--- src/rtl/jt6295_pipe_dec.sv ---
// Receiving end of the serialized 4-channel OKI ADPCM pipe: per-slot decode with a
// rotating 4-stage channel state register, attenuation, and a 4-slot frame mixer.
module jt6295_pipe_dec #(
  parameter int OUTW = 14
) (
  input  logic                   clk,
  input  logic                   rst_n,
  input  logic                   cen4_i,
  input  logic                   slot0_i,
  input  logic                   pipe_en_i,
  input  logic [3:0]             pipe_att_i,
  input  logic [3:0]             pipe_data_i,
  output logic signed [OUTW-1:0] sound_o,
  output logic                   sample_o
);

  localparam logic [10:0] STEP_ROM [49] = '{
    11'd16,   11'd17,   11'd19,   11'd21,   11'd23,   11'd25,   11'd28,   11'd31,
    11'd34,   11'd37,   11'd41,   11'd45,   11'd50,   11'd55,   11'd60,   11'd66,
    11'd73,   11'd80,   11'd88,   11'd97,   11'd107,  11'd118,  11'd130,  11'd143,
    11'd157,  11'd173,  11'd190,  11'd209,  11'd230,  11'd253,  11'd279,  11'd307,
    11'd337,  11'd371,  11'd408,  11'd449,  11'd494,  11'd544,  11'd598,  11'd658,
    11'd724,  11'd796,  11'd876,  11'd963,  11'd1060, 11'd1166, 11'd1282, 11'd1411,
    11'd1552
  };

  function automatic logic [5:0] gain_rom(input logic [3:0] att);
    case (att)
      4'd0:    gain_rom = 6'd32;
      4'd1:    gain_rom = 6'd22;
      4'd2:    gain_rom = 6'd16;
      4'd3:    gain_rom = 6'd11;
      4'd4:    gain_rom = 6'd8;
      4'd5:    gain_rom = 6'd6;
      4'd6:    gain_rom = 6'd4;
      4'd7:    gain_rom = 6'd3;
      4'd8:    gain_rom = 6'd2;
      default: gain_rom = 6'd0;
    endcase
  endfunction

  // Stage 0 is the head: the channel whose pipe word is on the inputs right now.
  logic signed [11:0] sig_q [4];
  logic        [5:0]  idx_q [4];

  logic        [1:0]      slot_q, slot_d;
  logic                   sync_q, sync_d;
  logic signed [11:0]     scaled_q, scaled_d;
  logic signed [OUTW-1:0] acc_q, sound_q;
  logic                   sample_q;

  logic        [11:0]     step, diff;
  logic signed [13:0]     sig_ext, diff_ext, sig_sum;
  logic signed [7:0]      idx_delta, idx_sum;
  logic signed [11:0]     sig_d;
  logic        [5:0]      idx_d;
  logic        [5:0]      gain;
  logic signed [16:0]     prod;
  logic signed [OUTW-1:0] term_ext, mix_sum;

  always_comb begin
    step     = {1'b0, STEP_ROM[idx_q[0]]};
    diff     = (step >> 3)
             + (pipe_data_i[0] ? (step >> 2) : 12'd0)
             + (pipe_data_i[1] ? (step >> 1) : 12'd0)
             + (pipe_data_i[2] ? step        : 12'd0);
    sig_ext  = {{2{sig_q[0][11]}}, sig_q[0]};
    diff_ext = $signed({2'b00, diff});
    sig_sum  = pipe_data_i[3] ? (sig_ext - diff_ext) : (sig_ext + diff_ext);

    case (pipe_data_i[2:0])
      3'd4:    idx_delta = 8'sd2;
      3'd5:    idx_delta = 8'sd4;
      3'd6:    idx_delta = 8'sd6;
      3'd7:    idx_delta = 8'sd8;
      default: idx_delta = -8'sd1;
    endcase
    idx_sum = $signed({2'b00, idx_q[0]}) + idx_delta;

    if (sig_sum > 14'sd2047)       sig_d = 12'sd2047;
    else if (sig_sum < -14'sd2048) sig_d = -12'sd2048;
    else                           sig_d = sig_sum[11:0];

    if (idx_sum < 8'sd0)       idx_d = 6'd0;
    else if (idx_sum > 8'sd48) idx_d = 6'd48;
    else                       idx_d = idx_sum[5:0];

    // An idle channel is written back clean so it restarts from zero when re-enabled.
    if (!pipe_en_i) begin
      sig_d = 12'sd0;
      idx_d = 6'd0;
    end

    gain     = gain_rom(pipe_att_i);
    prod     = $signed({{5{sig_d[11]}}, sig_d}) * $signed({11'd0, gain});
    scaled_d = 12'(prod >>> 5);

    slot_d   = slot0_i ? 2'd0 : slot_q + 2'd1;
    sync_d   = slot0_i | sync_q;
    term_ext = {{(OUTW-12){scaled_q[11]}}, scaled_q};
    mix_sum  = acc_q + term_ext;
  end

  // slot_q/sync_q describe the word now held in scaled_q; sync gates samples until a
  // frame has started with slot0 since reset.
  always_ff @(posedge clk or negedge rst_n) begin
    if (!rst_n) begin
      sig_q    <= '{default: '0};
      idx_q    <= '{default: '0};
      slot_q   <= 2'd0;
      sync_q   <= 1'b0;
      scaled_q <= '0;
      acc_q    <= '0;
      sound_q  <= '0;
      sample_q <= 1'b0;
    end else begin
      sample_q <= 1'b0;
      if (cen4_i) begin
        sig_q[0] <= sig_q[1];
        sig_q[1] <= sig_q[2];
        sig_q[2] <= sig_q[3];
        sig_q[3] <= sig_d;
        idx_q[0] <= idx_q[1];
        idx_q[1] <= idx_q[2];
        idx_q[2] <= idx_q[3];
        idx_q[3] <= idx_d;
        slot_q   <= slot_d;
        sync_q   <= sync_d;
        scaled_q <= scaled_d;
        acc_q    <= (slot_q == 2'd0) ? term_ext : mix_sum;
        if (slot_q == 2'd3 && sync_q) begin
          sound_q  <= mix_sum;
          sample_q <= 1'b1;
        end
      end
    end
  end

  assign sound_o  = sound_q;
  assign sample_o = sample_q;

endmodule
--- config.mk ---
export PLATFORM = sky130hd
export DESIGN_NAME = jt6295_pipe_dec
export DESIGN_NICKNAME = d
export VERILOG_FILES = /design/src/rtl/jt6295_pipe_dec.sv
export SDC_FILE = /design/constraint.sdc
export NUM_CORES = 1
export LEC_CHECK = 0
export ABC_CLOCK_PERIOD_IN_PS = 17600
export CELL_PAD_IN_SITES_DETAIL_PLACEMENT = 0
export CELL_PAD_IN_SITES_GLOBAL_PLACEMENT = 1
export CORE_MARGIN = 5
export CORE_UTILIZATION = 46
export DETAILED_ROUTE_END_ITERATION = 7
export GPL_ROUTABILITY_DRIVEN = 0
export PLACE_DENSITY_LB_ADDON = 0.1
export SLEW_MARGIN = 20
export SYNTH_ARGS = -nofsm -noshare
export SYNTH_HDL_FRONTEND = slang
export SYNTH_SLANG_ARGS = --single-unit
--- constraint.sdc ---
create_clock -name clk -period 17.6 [get_ports clk]
set_input_delay 3.52 -clock clk [delete_from_list [all_inputs] [get_ports clk]]
set_output_delay 3.52 -clock clk [all_outputs]
set_load 0.02 [all_outputs]
Word-level counts from Yosys, hierarchy flattened
Memories as Yosys holds them, arrays and structs flattened.
Index checks and enable logic that the tools add are counted.
{ "totals": {"reg_bits": 116, "mem_bits_ro": 800, "elab_cells": 57, "memories": 2, "output_inout_bits": 15} }
{ "memory_table": {"columns": ["memory", "words", "word_bits", "read_ports", "rd_clocked_by_memory_dff", "wr", "line", "source"], "rows": [
  ["(name not given)", 64, 11, 1, 0, 0, "62", "step = {1'b0, STEP_ROM[idx_q[0]]};"],
  ["(name not given)", 16, 6, 1, 0, 0, "28", "case (att)"]
]} }
{ "classes": {"magnitude_cmp": 5, "n_mux": 17, "reduce_logical": 3, "n_mul": 1, "eq_ne": 5, "n_bitwise": 2, "n_addsub": 8} }
{ "op_table": {"columns": ["op", "n"], "rows": [
  ["$mux W12", 3],
  ["$mux W11", 3],
  ["$pmux W8 S4", 1],
  ["$mux W14", 2],
  ["$mux W6", 3],
  ["$mul A12 B7 Y17", 1],
  ["$add A12 B13 Y14", 1],
  ["$add A14 B12 Y14", 1],
  ["$gt A14 B12 Y1 const B", 1],
  ["$lt A14 B12 Y1 const B", 1],
  ["$sub A12 B13 Y14", 1],
  ["$add A11 B11 Y12", 1],
  ["$eq A3 B3 Y1 const B", 4],
  ["$add A10 B10 Y11", 1],
  ["$add A8 B9 Y10", 1],
  ["$mux W10", 1],
  ["$mux W9", 1],
  ["$add A7 B8 Y8", 1],
  ["$gt A8 B7 Y1 const B", 1],
  ["$lt A8 B1 Y1 const B", 1],
  ["$ge A7 B7 Y1 const B", 1],
  ["$not A6 Y7", 1],
  ["$add A2 B1 Y2 const B", 1],
  ["$eq A2 B2 Y1 const B", 1],
  ["6 further kinds", 7]
]} }

Depth between registers and ports, before layout
{ "depth": {"ltp_word": 15, "depth_mapped": 55, "depth_no_buf": 52} }

Least setup slack after synthesis
OpenSTA, ideal clock, no wires.
{ "synth_timing": {"path_type": "in2reg", "start": "input port pipe_data_i[0]", "end": "register scaled_q[5]", "required_time_ns": 17.475, "stages": 40, "arrival_ns": 13.352, "setup_time_ns": 0.125, "slack_ns": 4.123, "path_cell_list": "clkbuf_1 -> and2_1 -> fa_1 -> inv_1 -> fa_1 -> inv_1 -> ha_1 -> buf_6 -> and3_4 -> a22o_4 -> o221a_4 -> nor3_2 -> and4_4 -> nor2_1 -> xnor2_1 -> ha_1 -> and2_1 -> o2111ai_4 -> (+4 left out) -> and2_2 -> clkbuf_1 -> a21oi_1 -> nor2_1 -> fa_1 -> inv_1 -> fa_1 -> inv_1 -> fa_1 -> inv_1 -> fa_1 -> inv_1 -> ha_1 -> a2111oi_0 -> a21oi_1 -> a21o_1 -> xor2_1 -> mux2_2"} }
{ "synth_between": {"elab_chain_len": 11} }
{ "synth_rtl": {"columns": ["item", "line", "source"], "rows": [
  ["start, declared", "12", "input logic [3:0] pipe_data_i,"],
  ["$mux W9 *", "64", "+ (pipe_data_i[0] ? (step >> 2) : 12'd0)"],
  ["$add A8 B9 Y10 *", "64", null],
  ["$add A10 B10 Y11 *", "65", "+ (pipe_data_i[1] ? (step >> 1) : 12'd0)"],
  ["$add A11 B11 Y12 *", "66", "+ (pipe_data_i[2] ? step : 12'd0);"],
  ["$add A12 B13 Y14 or $sub A12 B13 Y14 (tied branches)", "69", "sig_sum = pipe_data_i[3] ? (sig_ext - diff_ext) : (sig_ext + diff_ext);"],
  ["$mux W14 *", "69", null],
  ["$lt A14 B12 Y1", "81", "else if (sig_sum < -14'sd2048) sig_d = -12'sd2048;"],
  ["$mux W12", "81", null],
  ["$mux W12 *", "80", "if (sig_sum > 14'sd2047) sig_d = 12'sd2047;"],
  ["$mux W12 *", "89", "if (!pipe_en_i) begin"],
  ["$mul A12 B7 Y17 *", "95", "prod = $signed({{5{sig_d[11]}}, sig_d}) * $signed({11'd0, gain});"],
  ["end signal, assigned", "129", "scaled_q <= scaled_d;"],
  ["end, declared", "48", "logic signed [11:0] scaled_q, scaled_d;"]
]} }
Every way passes the cells marked *; elsewhere a longest branch is shown, timed or not.
A chain may end at the register's enable or synchronous reset.

Final worst setup path
Ends and elaborated chain as after synthesis.

==> metrics.md <==
| Metric | Value |
|---|---|
| Pre-CTS setup slack | `2.85 ns` |
| Die height | `161 um` |
| Hold Violations, Final | `0` |
| Clk buf depth | `2` |
| Slew @ Worst Pin | `1.05 ns` |
| I/O Pins | `28` |
| Total Routing Usage GR | `17.2%` |
| Final ANT Viol Nets | `0` |
| Post-synth EDFFs | `0` |
| Global-route wire length before repair | `37.3 mm` |
| Post-synth net total | `1330` |
| Final setup violation count | `0` |
| RSZ-0062 raised after global routing | `false` |
| Root Driver | `clkbuf_16` |
| DRC | `0` |
| Worst Skew | `0.0107 ns` |
| Outcome | `finished clean` |
| Dominant cell type by area after synthesis | `dfrtp_1` |
| Max-slew violations | `0` |
| Commonest cells in the netlist | `nor2_1 (136), inv_1 (122), dfrtp_1 (116), ha_1 (94), nand2_1 (81)` |
| Synth Flop Type | `dfrtp_1` |
| Initial cell density of the core | `46.6%` |
| Diode count | `0` |
| Postcts setup bufs | `0` |
| Via/cell ratio | `5.30` |
| Post-synth top area share | `27.5%` |
| Synth unique cells | `84` |
| FF-to-FF End | `scaled_q[5]$_DFFE_PN0P_` |
| Initial antenna violation count | `0` |
| Crit path required time | `17.89 ns` |
| R2r worst-path depth | `45` |
| Most frequent cell after synthesis | `nor2_1` |
| Worst Path Buf+Inv | `7` |
| Hold depth | `1` |
| Width of the die | `161 um` |
| I/O Buffers | `27` |
| Mean Syn Cell Area | `9.11 um2` |
| CTS tree | `built` |
| Hold Startpoint | `sync_q$_DFFE_PN0P_` |
| Worst Hold Slack | `0.460 ns` |
| CP Class | `in2reg` |
| F_max | `0.0696 GHz` |
| Delay-heaviest family, CP | `adder cells` |
| Hold Path Sink | `sync_q$_DFFE_PN0P_` |
| Vias in the first global route | `7370` |
| Crit end category | `flip-flop` |
| Worst hold-check path type | `reg2reg` |
| Period minus WS final | `14.36 ns` |
| Area growth from synthesis to layout | `9.86%` |
| Final Worst Setup Slack | `3.24 ns` |
| Row cnt | `55` |
| MaxCap Viol Count | `0` |
| Worst slew margin | `30.3%` |
| DR iter-0 viols | `387` |
| Synth top area cells | `dfrtp_1 (28%), fa_1 (12%), ha_1 (11%), mux2_2 (5.9%), nor2_1 (4.8%)` |
| R2r setup slk | `4.67 ns` |
| Die ar. | `26100 um2` |
| Slowest cell on the critical path | `a2111oi_0` |
| Max FO, Critical Path | `12` |
| GR Overflow Total | `0` |
| Core area | `22600 um2` |
| Critical path's largest stage delay | `0.90 ns` |
| Tcrit/Tclk final | `81.6%` |
| Cells after Synth | `1158` |
| Nets@finish | `1332` |
| Critical path arrival | `14.65 ns` |
| First-pass DRT Iterations | `5` |
| Via Count | `7731` |
| Number of CTS-inserted buffers | `17` |
| Post-Syn Area | `10600 um2` |
| Seq/Total Area, Yosys | `27.5%` |
| Share of cells above drive strength 1 | `11.1%` |
| Setup Total Neg Slack | `0 ns` |
| Critical Path Start | `pipe_data_i[0]` |
| Skew-Pair Late Insertion Delay | `0.41 ns` |
| Final HPWL DP | `16.7 mm` |
| Placed cells | `1426` |
| Seq cells post-synth | `116` |
| CTS clock-pin slew for the worst setup and hold paths | `0.06 ns` |
| Worst setup SP type | `primary input` |
| Post-Route WL | `21.8 mm` |
| Largest net degree at the start of global routing | `93` |
| Non-filler cells, final | `1458` |
| H-tree levels | `4` |
| Reg-to-Reg Start | `idx_q[20]$_DFFE_PN0P_` |
| Warning count from the yosys run | `0` |
| Routed WL per cell | `15.0 um` |
| Post-cts resize count | `0` |
| Hold buffer count at cts | `0` |
| CTS Sinks | `116` |
| Post-synth ARST share | `100%` |
flip-flops by register name (all words and copies together) (netlist names):
name / cells
acc_q: 14
sample_o: 1
slot_q: 2
sig_q: 36
sound_o: 14
idx_q: 24
scaled_q: 12
sync_q: 1
sig_ext: 12
worst max-delay path by stage:
stage	to	slack (ns)	depth (start not counted)
finish	scaled_q[5]$_DFFE_PN0P_	3.24	39
global route	scaled_q[5]$_DFFE_PN0P_	2.51	38
CTS	scaled_q[5]$_DFFE_PN0P_	3.28	38
detailed placement	scaled_q[5]$_DFFE_PN0P_	2.85	36
global placement	scaled_q[5]$_DFFE_PN0P_	3.00	39
floorplan	scaled_q[5]$_DFFE_PN0P_	4.12	40
worst reg2reg max path, delay by kind of cell (launching register included):
kind                       cells  cell delay, ns
muxes                          2            0.56
AOI/OAI and AO/OA             13            3.83
adders and majority gates      9            4.18
DFF                            1            1.03
and+or+nand+nor               12            2.27
xor gates and xnor gates       2            0.30
buffers and inverters          7            0.64
layer usage:
layer / GRT usage [%] / wire length [um] / vias to the layer above
met5: 0 / 0 / -
met4: 3.84 / 242 / 0
met3: 2.68 / 688 / 16
met2: 25.0 / 9250 / 113
met1: 27.0 / 11700 / 3680
li1: - / - / 3922
cells in the final DEF (no fill, tap or decap), drive strengths merged, types with 13 or more instances in the layout:
cell | netlist | final
a21o | 20 | 20
a21oi | 79 | 79
and2 | 17 | 17
clkbuf | 43 | 18
clkdlybuf4s50 | 0 | 25
dfrtp | 116 | 116
fa | 65 | 65
ha | 94 | 94
inv | 122 | 126
mux2 | 55 | 55
nand2 | 82 | 82
nand2b | 16 | 16
nor2 | 136 | 136
nor2b | 13 | 13
nor3 | 19 | 19
o21a | 13 | 13
o21ai | 67 | 67
xnor2 | 47 | 47
xor2 | 13 | 13
metrics by stage:
| stage | instance area, um2 | utilization, % |
|---|---|---|
| 3_3_place_gp | 11000 | 48.6 |
| 3_5_place_dp | 11000 | 48.6 |
| 5_1_grt | 11600 | 51.2 |
| 4_1_cts | 11600 | 51.2 |
| 6_report | 11600 | 51.2 |
| 2_1_floorplan | 10600 | - |
cell families after synthesis:
group                      synth area share [%]
and+or+nand+nor                            14.2
DFF                                        27.5
buffers and inverters                      6.19
muxes                                      6.85
adders and majority gates                  23.5
AOI/OAI and AO/OA                          16.7
xor gates and xnor gates                   5.05
final cells by class:
cell class              count  area (um2)
clock buffers              18         429
clock inverters            14         151
fillers                  2116       11000
inverters                 123         462
multi-input cells         871        7000
flip-flops and latches    116        2900
well taps                 285         357
repair buffers             31         295
Power is not shown: default switching activity piles up to over one toggle a cycle in this logic, so the estimate is an artifact.
